### config.mk
export PLATFORM = sky130hd
export DESIGN_NAME = tile_pass_scheduler
export DESIGN_NICKNAME = d
export VERILOG_FILES = /design/src/rtl/tile_pass_scheduler.sv
export SDC_FILE = /design/constraint.sdc
export NUM_CORES = 2
export LEC_CHECK = 0
export BUFFER_PORTS_ARGS = -buffer_cell sky130_fd_sc_hd__buf_2
export CORE_ASPECT_RATIO = 1.4
export CORE_MARGIN = 8
export CORE_UTILIZATION = 52
export DETAILED_ROUTE_END_ITERATION = 8
export PLACE_DENSITY = 0.78
export SLEW_MARGIN = 30
export SYNTH_ARGS = -nofsm -noshare
export SYNTH_HDL_FRONTEND = slang
export SYNTH_SLANG_ARGS = --single-unit
### constraint.sdc
create_clock -name clk -period 3.6 [get_ports clk]
set_input_delay 0.18 -clock clk [delete_from_list [all_inputs] [get_ports clk]]
set_output_delay 0.18 -clock clk [all_outputs]
set_load 0.02 [all_outputs]
### src/rtl/tile_pass_scheduler.sv
`default_nettype none
// ============================================================================
// Module   : tile_pass_scheduler
// Purpose  : Walks one layer's tile loop nest (n outermost, then oc, ic
//            innermost). For every tile it issues one pass_start pulse to
//            token_engine, presents that pass's GLB base addresses and real
//            tile sizes, and waits for pass_done before moving on.
//            The first IC tile of every (n, oc) group takes bias; later IC
//            tiles accumulate onto the ipsum already in the opsum buffer.
// Ports    :
//   clk, rst                    clock, synchronous active-high reset
//   layer_start_i               pulse: latch configuration, begin the layer
//   layer_done_o                pulse: the last pass of the layer completed
//   busy_o                      high from the cycle after start through DONE
//   *_tiles_i                   tile counts per loop level
//   tile_*/last_*               full and final tile sizes per level
//   *_base_i, *_stride_i        GLB layer bases and per-tile strides
//   pass_start_o / pass_done_i  handshake with token_engine
//   *_addr_o                    per-pass GLB base addresses
//   is_bias_o                   pass starts from bias (ic index is zero)
//   tile_n_o                    current n index, zero-extended
//   On_real_o/OC_real_o/IC_real_o  real sizes of the current tile
// Revision : 1.0  initial release
// ============================================================================
module tile_pass_scheduler #(
  parameter int ADDR_W = 32,
  parameter int CNT_W  = 8
) (
  input  logic              clk,
  input  logic              rst,

  input  logic              layer_start_i,
  output logic              layer_done_o,
  output logic              busy_o,

  input  logic [CNT_W-1:0]  n_tiles_i,
  input  logic [CNT_W-1:0]  oc_tiles_i,
  input  logic [CNT_W-1:0]  ic_tiles_i,
  input  logic [CNT_W-1:0]  tile_n_rows_i,
  input  logic [CNT_W-1:0]  last_n_rows_i,
  input  logic [CNT_W-1:0]  tile_oc_i,
  input  logic [CNT_W-1:0]  last_oc_i,
  input  logic [CNT_W-1:0]  tile_ic_i,
  input  logic [CNT_W-1:0]  last_ic_i,

  input  logic [ADDR_W-1:0] weight_base_i,
  input  logic [ADDR_W-1:0] ifmap_base_i,
  input  logic [ADDR_W-1:0] opsum_base_i,
  input  logic [ADDR_W-1:0] bias_base_i,
  input  logic [ADDR_W-1:0] weight_tile_stride_i,
  input  logic [ADDR_W-1:0] ifmap_n_stride_i,
  input  logic [ADDR_W-1:0] ifmap_ic_stride_i,
  input  logic [ADDR_W-1:0] ofmap_n_stride_i,
  input  logic [ADDR_W-1:0] ofmap_oc_stride_i,
  input  logic [ADDR_W-1:0] bias_oc_stride_i,

  output logic              pass_start_o,
  input  logic              pass_done_i,

  output logic [ADDR_W-1:0] weight_addr_o,
  output logic [ADDR_W-1:0] ifmap_addr_o,
  output logic [ADDR_W-1:0] ipsum_addr_o,
  output logic [ADDR_W-1:0] bias_addr_o,
  output logic [ADDR_W-1:0] opsum_addr_o,
  output logic              is_bias_o,
  output logic [31:0]       tile_n_o,
  output logic [31:0]       On_real_o,
  output logic [CNT_W-1:0]  OC_real_o,
  output logic [CNT_W-1:0]  IC_real_o
);

  localparam logic [CNT_W-1:0] c_CNT_ONE = {{(CNT_W-1){1'b0}}, 1'b1};

  typedef enum logic [2:0] {
    S_IDLE  = 3'd0,
    S_CHECK = 3'd1,
    S_ISSUE = 3'd2,
    S_WAIT  = 3'd3,
    S_NEXT  = 3'd4,
    S_DONE  = 3'd5
  } state_t;

  state_t r_state;

  // Latched layer configuration
  logic [CNT_W-1:0]  r_n_tiles, r_oc_tiles, r_ic_tiles;
  logic [CNT_W-1:0]  r_tile_n_rows, r_last_n_rows;
  logic [CNT_W-1:0]  r_tile_oc, r_last_oc, r_tile_ic, r_last_ic;
  logic [ADDR_W-1:0] r_weight_base, r_ifmap_base, r_opsum_base, r_bias_base;
  logic [ADDR_W-1:0] r_wt_stride, r_if_n_stride, r_if_ic_stride;
  logic [ADDR_W-1:0] r_of_n_stride, r_of_oc_stride, r_bias_stride;

  // Loop indices
  logic [CNT_W-1:0]  r_n, r_oc, r_ic;

  // Row accumulators: base + n*n_stride, the point each inner sweep restarts from
  logic [ADDR_W-1:0] r_if_row, r_op_row;

  // Registered pass outputs
  logic [ADDR_W-1:0] r_wt_addr, r_if_addr, r_op_addr, r_bias_addr;
  logic              r_is_bias;
  logic [CNT_W-1:0]  r_on_real, r_oc_real, r_ic_real;
  logic              r_pass_start, r_layer_done, r_busy;

  // Loop-advance decode
  logic              w_ic_last, w_oc_last, w_n_last, w_all_last, w_oc_wrap;
  logic              w_any_zero;
  logic [CNT_W-1:0]  w_n_nxt, w_oc_nxt, w_ic_nxt;
  logic [ADDR_W-1:0] w_if_row_nxt, w_op_row_nxt;
  logic [ADDR_W-1:0] w_wt_nxt, w_if_nxt, w_op_nxt, w_bias_nxt;
  logic [CNT_W-1:0]  w_on_nxt, w_oc_real_nxt, w_ic_real_nxt;

  assign w_ic_last  = (r_ic == r_ic_tiles - c_CNT_ONE);
  assign w_oc_last  = (r_oc == r_oc_tiles - c_CNT_ONE);
  assign w_n_last   = (r_n  == r_n_tiles  - c_CNT_ONE);
  assign w_all_last = w_ic_last & w_oc_last & w_n_last;
  assign w_oc_wrap  = w_ic_last & w_oc_last;   // inner two loops finished: n advances
  assign w_any_zero = (r_n_tiles == '0) | (r_oc_tiles == '0) | (r_ic_tiles == '0);

  assign w_ic_nxt = w_ic_last ? '0 : r_ic + c_CNT_ONE;
  assign w_oc_nxt = w_ic_last ? (w_oc_last ? '0 : r_oc + c_CNT_ONE) : r_oc;
  assign w_n_nxt  = w_oc_wrap ? (w_n_last ? '0 : r_n + c_CNT_ONE) : r_n;

  assign w_if_row_nxt = w_oc_wrap ? r_if_row + r_if_n_stride : r_if_row;
  assign w_op_row_nxt = w_oc_wrap ? r_op_row + r_of_n_stride : r_op_row;

  // Weight tiles are laid out (oc, ic)-major, so they step linearly through
  // one n iteration and restart at the base when n advances.
  assign w_wt_nxt   = w_oc_wrap ? r_weight_base : r_wt_addr + r_wt_stride;
  assign w_if_nxt   = w_ic_last ? w_if_row_nxt : r_if_addr + r_if_ic_stride;
  assign w_op_nxt   = w_ic_last ? (w_oc_last ? w_op_row_nxt : r_op_addr + r_of_oc_stride)
                                : r_op_addr;
  assign w_bias_nxt = w_ic_last ? (w_oc_last ? r_bias_base : r_bias_addr + r_bias_stride)
                                : r_bias_addr;

  assign w_on_nxt      = (w_n_nxt  == r_n_tiles  - c_CNT_ONE) ? r_last_n_rows : r_tile_n_rows;
  assign w_oc_real_nxt = (w_oc_nxt == r_oc_tiles - c_CNT_ONE) ? r_last_oc     : r_tile_oc;
  assign w_ic_real_nxt = (w_ic_nxt == r_ic_tiles - c_CNT_ONE) ? r_last_ic     : r_tile_ic;

  always_ff @(posedge clk) begin
    if (rst) begin
      r_state        <= S_IDLE;
      r_n_tiles      <= '0;
      r_oc_tiles     <= '0;
      r_ic_tiles     <= '0;
      r_tile_n_rows  <= '0;
      r_last_n_rows  <= '0;
      r_tile_oc      <= '0;
      r_last_oc      <= '0;
      r_tile_ic      <= '0;
      r_last_ic      <= '0;
      r_weight_base  <= '0;
      r_ifmap_base   <= '0;
      r_opsum_base   <= '0;
      r_bias_base    <= '0;
      r_wt_stride    <= '0;
      r_if_n_stride  <= '0;
      r_if_ic_stride <= '0;
      r_of_n_stride  <= '0;
      r_of_oc_stride <= '0;
      r_bias_stride  <= '0;
      r_n            <= '0;
      r_oc           <= '0;
      r_ic           <= '0;
      r_if_row       <= '0;
      r_op_row       <= '0;
      r_wt_addr      <= '0;
      r_if_addr      <= '0;
      r_op_addr      <= '0;
      r_bias_addr    <= '0;
      r_is_bias      <= 1'b0;
      r_on_real      <= '0;
      r_oc_real      <= '0;
      r_ic_real      <= '0;
      r_pass_start   <= 1'b0;
      r_layer_done   <= 1'b0;
      r_busy         <= 1'b0;
    end else begin
      r_pass_start <= 1'b0;
      r_layer_done <= 1'b0;
      case (r_state)
        S_IDLE: begin
          if (layer_start_i) begin
            r_n_tiles      <= n_tiles_i;
            r_oc_tiles     <= oc_tiles_i;
            r_ic_tiles     <= ic_tiles_i;
            r_tile_n_rows  <= tile_n_rows_i;
            r_last_n_rows  <= last_n_rows_i;
            r_tile_oc      <= tile_oc_i;
            r_last_oc      <= last_oc_i;
            r_tile_ic      <= tile_ic_i;
            r_last_ic      <= last_ic_i;
            r_weight_base  <= weight_base_i;
            r_ifmap_base   <= ifmap_base_i;
            r_opsum_base   <= opsum_base_i;
            r_bias_base    <= bias_base_i;
            r_wt_stride    <= weight_tile_stride_i;
            r_if_n_stride  <= ifmap_n_stride_i;
            r_if_ic_stride <= ifmap_ic_stride_i;
            r_of_n_stride  <= ofmap_n_stride_i;
            r_of_oc_stride <= ofmap_oc_stride_i;
            r_bias_stride  <= bias_oc_stride_i;
            r_n            <= '0;
            r_oc           <= '0;
            r_ic           <= '0;
            r_busy         <= 1'b1;
            r_state        <= S_CHECK;
          end
        end

        S_CHECK: begin
          if (w_any_zero) begin
            r_layer_done <= 1'b1;
            r_state      <= S_DONE;
          end else begin
            // First pass: every index is zero, so all addresses are the bases.
            r_if_row     <= r_ifmap_base;
            r_op_row     <= r_opsum_base;
            r_wt_addr    <= r_weight_base;
            r_if_addr    <= r_ifmap_base;
            r_op_addr    <= r_opsum_base;
            r_bias_addr  <= r_bias_base;
            r_is_bias    <= 1'b1;
            r_on_real    <= (r_n_tiles  == c_CNT_ONE) ? r_last_n_rows : r_tile_n_rows;
            r_oc_real    <= (r_oc_tiles == c_CNT_ONE) ? r_last_oc     : r_tile_oc;
            r_ic_real    <= (r_ic_tiles == c_CNT_ONE) ? r_last_ic     : r_tile_ic;
            r_pass_start <= 1'b1;
            r_state      <= S_ISSUE;
          end
        end

        // A pass_done coinciding with ISSUE cannot belong to this pass.
        S_ISSUE: r_state <= S_WAIT;

        S_WAIT: begin
          if (pass_done_i) begin
            r_state <= S_NEXT;
          end
        end

        S_NEXT: begin
          if (w_all_last) begin
            r_layer_done <= 1'b1;
            r_state      <= S_DONE;
          end else begin
            r_n          <= w_n_nxt;
            r_oc         <= w_oc_nxt;
            r_ic         <= w_ic_nxt;
            r_if_row     <= w_if_row_nxt;
            r_op_row     <= w_op_row_nxt;
            r_wt_addr    <= w_wt_nxt;
            r_if_addr    <= w_if_nxt;
            r_op_addr    <= w_op_nxt;
            r_bias_addr  <= w_bias_nxt;
            r_is_bias    <= w_ic_last;   // ic wraps to zero exactly when it was last
            r_on_real    <= w_on_nxt;
            r_oc_real    <= w_oc_real_nxt;
            r_ic_real    <= w_ic_real_nxt;
            r_pass_start <= 1'b1;
            r_state      <= S_ISSUE;
          end
        end

        S_DONE: begin
          r_busy  <= 1'b0;
          r_state <= S_IDLE;
        end

        default: r_state <= S_IDLE;
      endcase
    end
  end

  assign layer_done_o  = r_layer_done;
  assign busy_o        = r_busy;
  assign pass_start_o  = r_pass_start;
  assign weight_addr_o = r_wt_addr;
  assign ifmap_addr_o  = r_if_addr;
  assign opsum_addr_o  = r_op_addr;
  assign ipsum_addr_o  = r_op_addr;
  assign bias_addr_o   = r_bias_addr;
  assign is_bias_o     = r_is_bias;
  assign tile_n_o      = {{(32-CNT_W){1'b0}}, r_n};
  assign On_real_o     = {{(32-CNT_W){1'b0}}, r_on_real};
  assign OC_real_o     = r_oc_real;
  assign IC_real_o     = r_ic_real;

endmodule
`default_nettype wire

==> results.md <==
* 1st-iter DRT viols at 3639
* Final estimated routing congestion in global placement at 0.955
* Main synth FF type: sky130_fd_sc_hd__dfxtp_1
* Cell Pwr Density at 703 nW/um^2
* Hold path startpoint: bias_base_i[8]
* Final-layout setup total negative slack at -50.4 ps
* Effective utilization at floorplan at 0.525
* Worst hold-check path type: primary input to flop
* Longest Clk Path Bufs at 3
* CTS tree: built
* Number of I/O port buffers at 591
* Number of register bits inferred by synthesis at 639
* Cell with the largest stage delay on the worst path: sky130_fd_sc_hd__mux4_2
* Clock buffer count from CTS at 69
* Final clock skew at 28.6 ps
* Final count of hold timing violations at 0
* Global-route met2 utilization at 0.571
* Synthesized netlist cell count at 4804
* Top-level I/O count at 640
* Sink Count at 639
* Area Overhead vs Synth at 30.8%
* Required @ worst endpoint at 4090 ps
* Cell chain of the critical path: or3_4 > or4_4 > a311oi_2 > o2111a_2 > and2_4 > a21oi_2 > mux4_2 > a21oi_2 > nand4_1 > o21ai_4 > buf_12 > mux2i_4 > a211oi_4
* Combinational family with the most area after synthesis: compound AO/OA/AOI/OAI gates
* Violated checks: negative setup slack
* Unrepaired setup endpoints after global routing: yes
* Count of final max-slew check failures at 0
* Fin worst setup slack at -44.0 ps
* Initial antenna violation count at 13
* Post-synthesis xor/xnor area fraction at 0.0507
* End of the worst hold path: r_bias_base[8]
* Router iterations before antenna repair at 6
* Fmax at 274 MHz
* Routed length per instance at 21.0 um
* LEAKAGE at 20.5 nW
* Post-synthesis mux area share at 0.0127
* Vertical die dimension at 328 um
* CTS HTree Levels at 3
* Final setup fails at 2
* GRT Max-Usage Layer: met2
* Largest delay contributor family on the critical path: simple AND/OR/NAND/NOR gates
* Dominant cells by area after synthesis: sky130_fd_sc_hd__dfxtp_1 (35%), sky130_fd_sc_hd__nand2_1 (11%), sky130_fd_sc_hd__a21oi_1 (9.3%)
* Grt met1 use at 0.396
* Simple-gate share of the synthesized area at 0.217
* Layout Nets at 6303
* Maximum number of pins on one net before global-route repair at 132
* Summed instance area of the synthesized netlist at 36200 um^2
* Post-synth top area cell: sky130_fd_sc_hd__dfxtp_1
* Outcome: finished, violations left
* Worst Path Max Fanout at 8
* Fraction of registers with async set or reset after synthesis at 0
* Area share of the largest cell type after synthesis at 0.353
* GR Overflow Total at 0
* Clock tree root driver cell: sky130_fd_sc_hd__clkbuf_16
* Non-Filler Cell Area, Final at 47400 um^2
* Global-route usage over all layers at 0.341
* Worst r2r dst: r_on_real[7]
* Most common cell in the synthesized netlist: sky130_fd_sc_hd__nand2_1
* Total half-perimeter wirelength after legalization and detailed placement at 93400 um
* Sequential area share after synthesis at 0.353
* Cells on Worst Hold Path at 4
* Post-Route WL at 141000 um
* Count of different cell masters after synthesis at 87
* Largest incremental delay on the critical path at 450 ps
* Length in cells of the worst reg-to-reg path at 13
* Clock-pin slew on the worst setup and hold paths at 70 ps
* Die area at 78500 um^2
* Standard-cell row count at 114
* Synth warn at 0
* Path type of the worst setup path: flop to flop
* Number of max-cap violations at 0
* Crit share post-route at 1.01
* DR vias/cell at 5.97
* Number of remaining DRC errors at 0
* Worst slew margin relative to its limit at 0.452
* Met3 Track Usage GR at 0.0675
* Layout cell share with drive strength beyond 1 at 0.174
* Critical path buffer and inverter count at 1
* Vias in the first global route at 39049
* Count of flip-flops with a built-in enable after synthesis at 0
* Maximum VDD drop at 0.532 mV
* Post-Syn Area per Cell at 7.54 um^2
* CP Data Arrival Time at 4130 ps
* Reg2reg setup slack at -40 ps
* Via count at 39995
* Tmin final at 3640 ps
* Measured slew at the worst slew-check pin at 811 ps
* WHS at 334 ps
* Post-place instance area at 40400 um^2
* Clock network latency to the later pin of the worst-skew pair at 630 ps
* Global-route wire length before repair at 215000 um
* Routed Antenna Nets at 0
* Most common library cells after synthesis: sky130_fd_sc_hd__nand2_1 (1077), sky130_fd_sc_hd__a21oi_1 (675), sky130_fd_sc_hd__dfxtp_1 (639)
* Compound-gate portion of the synthesized area at 0.238
* Horizontal die dimension at 239 um
* Adder-Cell Fraction of Synth Area at 0.0717
* Most used cell along the critical path: sky130_fd_sc_hd__a21oi_2
* Kind of start point of the critical path: flop
* FF-to-FF Start: r_n_tiles[0]
* Endpoint type of the worst setup path: flop
* Core area at 69000 um^2
## what timing repair did
item | 4_1_cts | 5_1_grt
pin swaps | 6 | 44
hold buffers | 395 | 0
endpoints found under the hold margin | 397 | 0
setup buffers | 3 | 9
resized for setup | 19 | 93
setup endpoints to repair | 23 | 108
## worst min-delay path: stages
cell	delay, ps
sky130_fd_sc_hd__dlygate4sd3_1	530
sky130_fd_sc_hd__buf_2	120
sky130_fd_sc_hd__nand2_1	40
sky130_fd_sc_hd__a21oi_1	50
## through the flow
step | worst slack [ps] | instances | total power [mW] | utilization
after detailed placement | -179 | 6153 | 24.4 | 0.586
after floorplan | 57.3 | 4851 | 19.7 | -
after CTS | -17.9 | 6678 | 32.6 | 0.680
after global routing | -142 | 6697 | 35.1 | 0.686
final | -44.0 | 6699 | 33.3 | 0.686
after global placement | -185 | 6153 | 24.2 | 0.586
## layout by cell type (no fill, tap or decap), types with 18 or more instances in the layout
cell / count
sky130_fd_sc_hd__conb_1: 48
sky130_fd_sc_hd__a31oi_1: 33
sky130_fd_sc_hd__mux2i_1: 34
sky130_fd_sc_hd__clkbuf_16: 72
sky130_fd_sc_hd__a21o_1: 103
sky130_fd_sc_hd__or3_1: 21
sky130_fd_sc_hd__o21a_1: 31
sky130_fd_sc_hd__dlygate4sd3_1: 395
sky130_fd_sc_hd__and3_1: 39
sky130_fd_sc_hd__ha_1: 194
sky130_fd_sc_hd__buf_12: 27
sky130_fd_sc_hd__o21ai_0: 162
sky130_fd_sc_hd__buf_4: 147
sky130_fd_sc_hd__nor2b_1: 30
sky130_fd_sc_hd__dfxtp_1: 632
sky130_fd_sc_hd__inv_1: 76
sky130_fd_sc_hd__o211ai_1: 38
sky130_fd_sc_hd__nor3_1: 119
sky130_fd_sc_hd__xnor2_1: 136
sky130_fd_sc_hd__o21bai_1: 25
sky130_fd_sc_hd__nand2_1: 1072
sky130_fd_sc_hd__a21oi_1: 664
sky130_fd_sc_hd__nand3_1: 65
sky130_fd_sc_hd__nor2_1: 346
sky130_fd_sc_hd__buf_2: 590
sky130_fd_sc_hd__nand4_1: 18
sky130_fd_sc_hd__a211oi_1: 103
sky130_fd_sc_hd__xor2_1: 60
sky130_fd_sc_hd__nand2b_1: 29
sky130_fd_sc_hd__a311oi_1: 38
## routing by layer
layer,part of all wire,vias to the layer above
li1,-,18546
met1,0.37,18698
met2,0.47,2168
met3,0.089,577
met4,0.068,6
met5,0.00030,-
## area by class of cell
class,instances,area (um^2)
sequential,639,12800
antenna,12,30.0
clock buffer,91,1950
timing repair buffer,1162,8590
fill,5382,21600
inverter,77,289
clock inverter,36,484
multi-input combinational,3754,22100
tap,928,1160
## logic make-up (layout without fill, tap and decap cells)
family,count (synthesis),after routing
and+or+nand+nor,1850,1850
AOI/OAI and AO/OA,1406,1406
DFF,639,639
buffers and inverters,458,1366
adders and majority gates,204,204
xor gates and xnor gates,202,202
muxes,44,44
other,1,60
## power breakdown
part	total [mW]	switching (mW)	leakage (nW)	internal (mW)
registers	10.5	1.59	5.22	8.88
logic	15.1	9.52	14.1	5.57
clock network	7.74	3.16	1.18	4.58
## how the worst max path moves through the flow
stage               depth (start not counted)             start           end
floorplan                                  15     r_ic_tiles[0]  r_on_real[7]
global placement                           13  r_if_n_stride[1]  r_if_row[31]
detailed placement                         13  r_if_n_stride[1]  r_if_row[31]
CTS                                        13  r_if_n_stride[1]  r_if_row[31]
global route                               13      r_n_tiles[0]  r_on_real[6]
finish                                     13      r_n_tiles[0]  r_on_real[7]
Note: power is estimated with default switching activity, not from simulation.
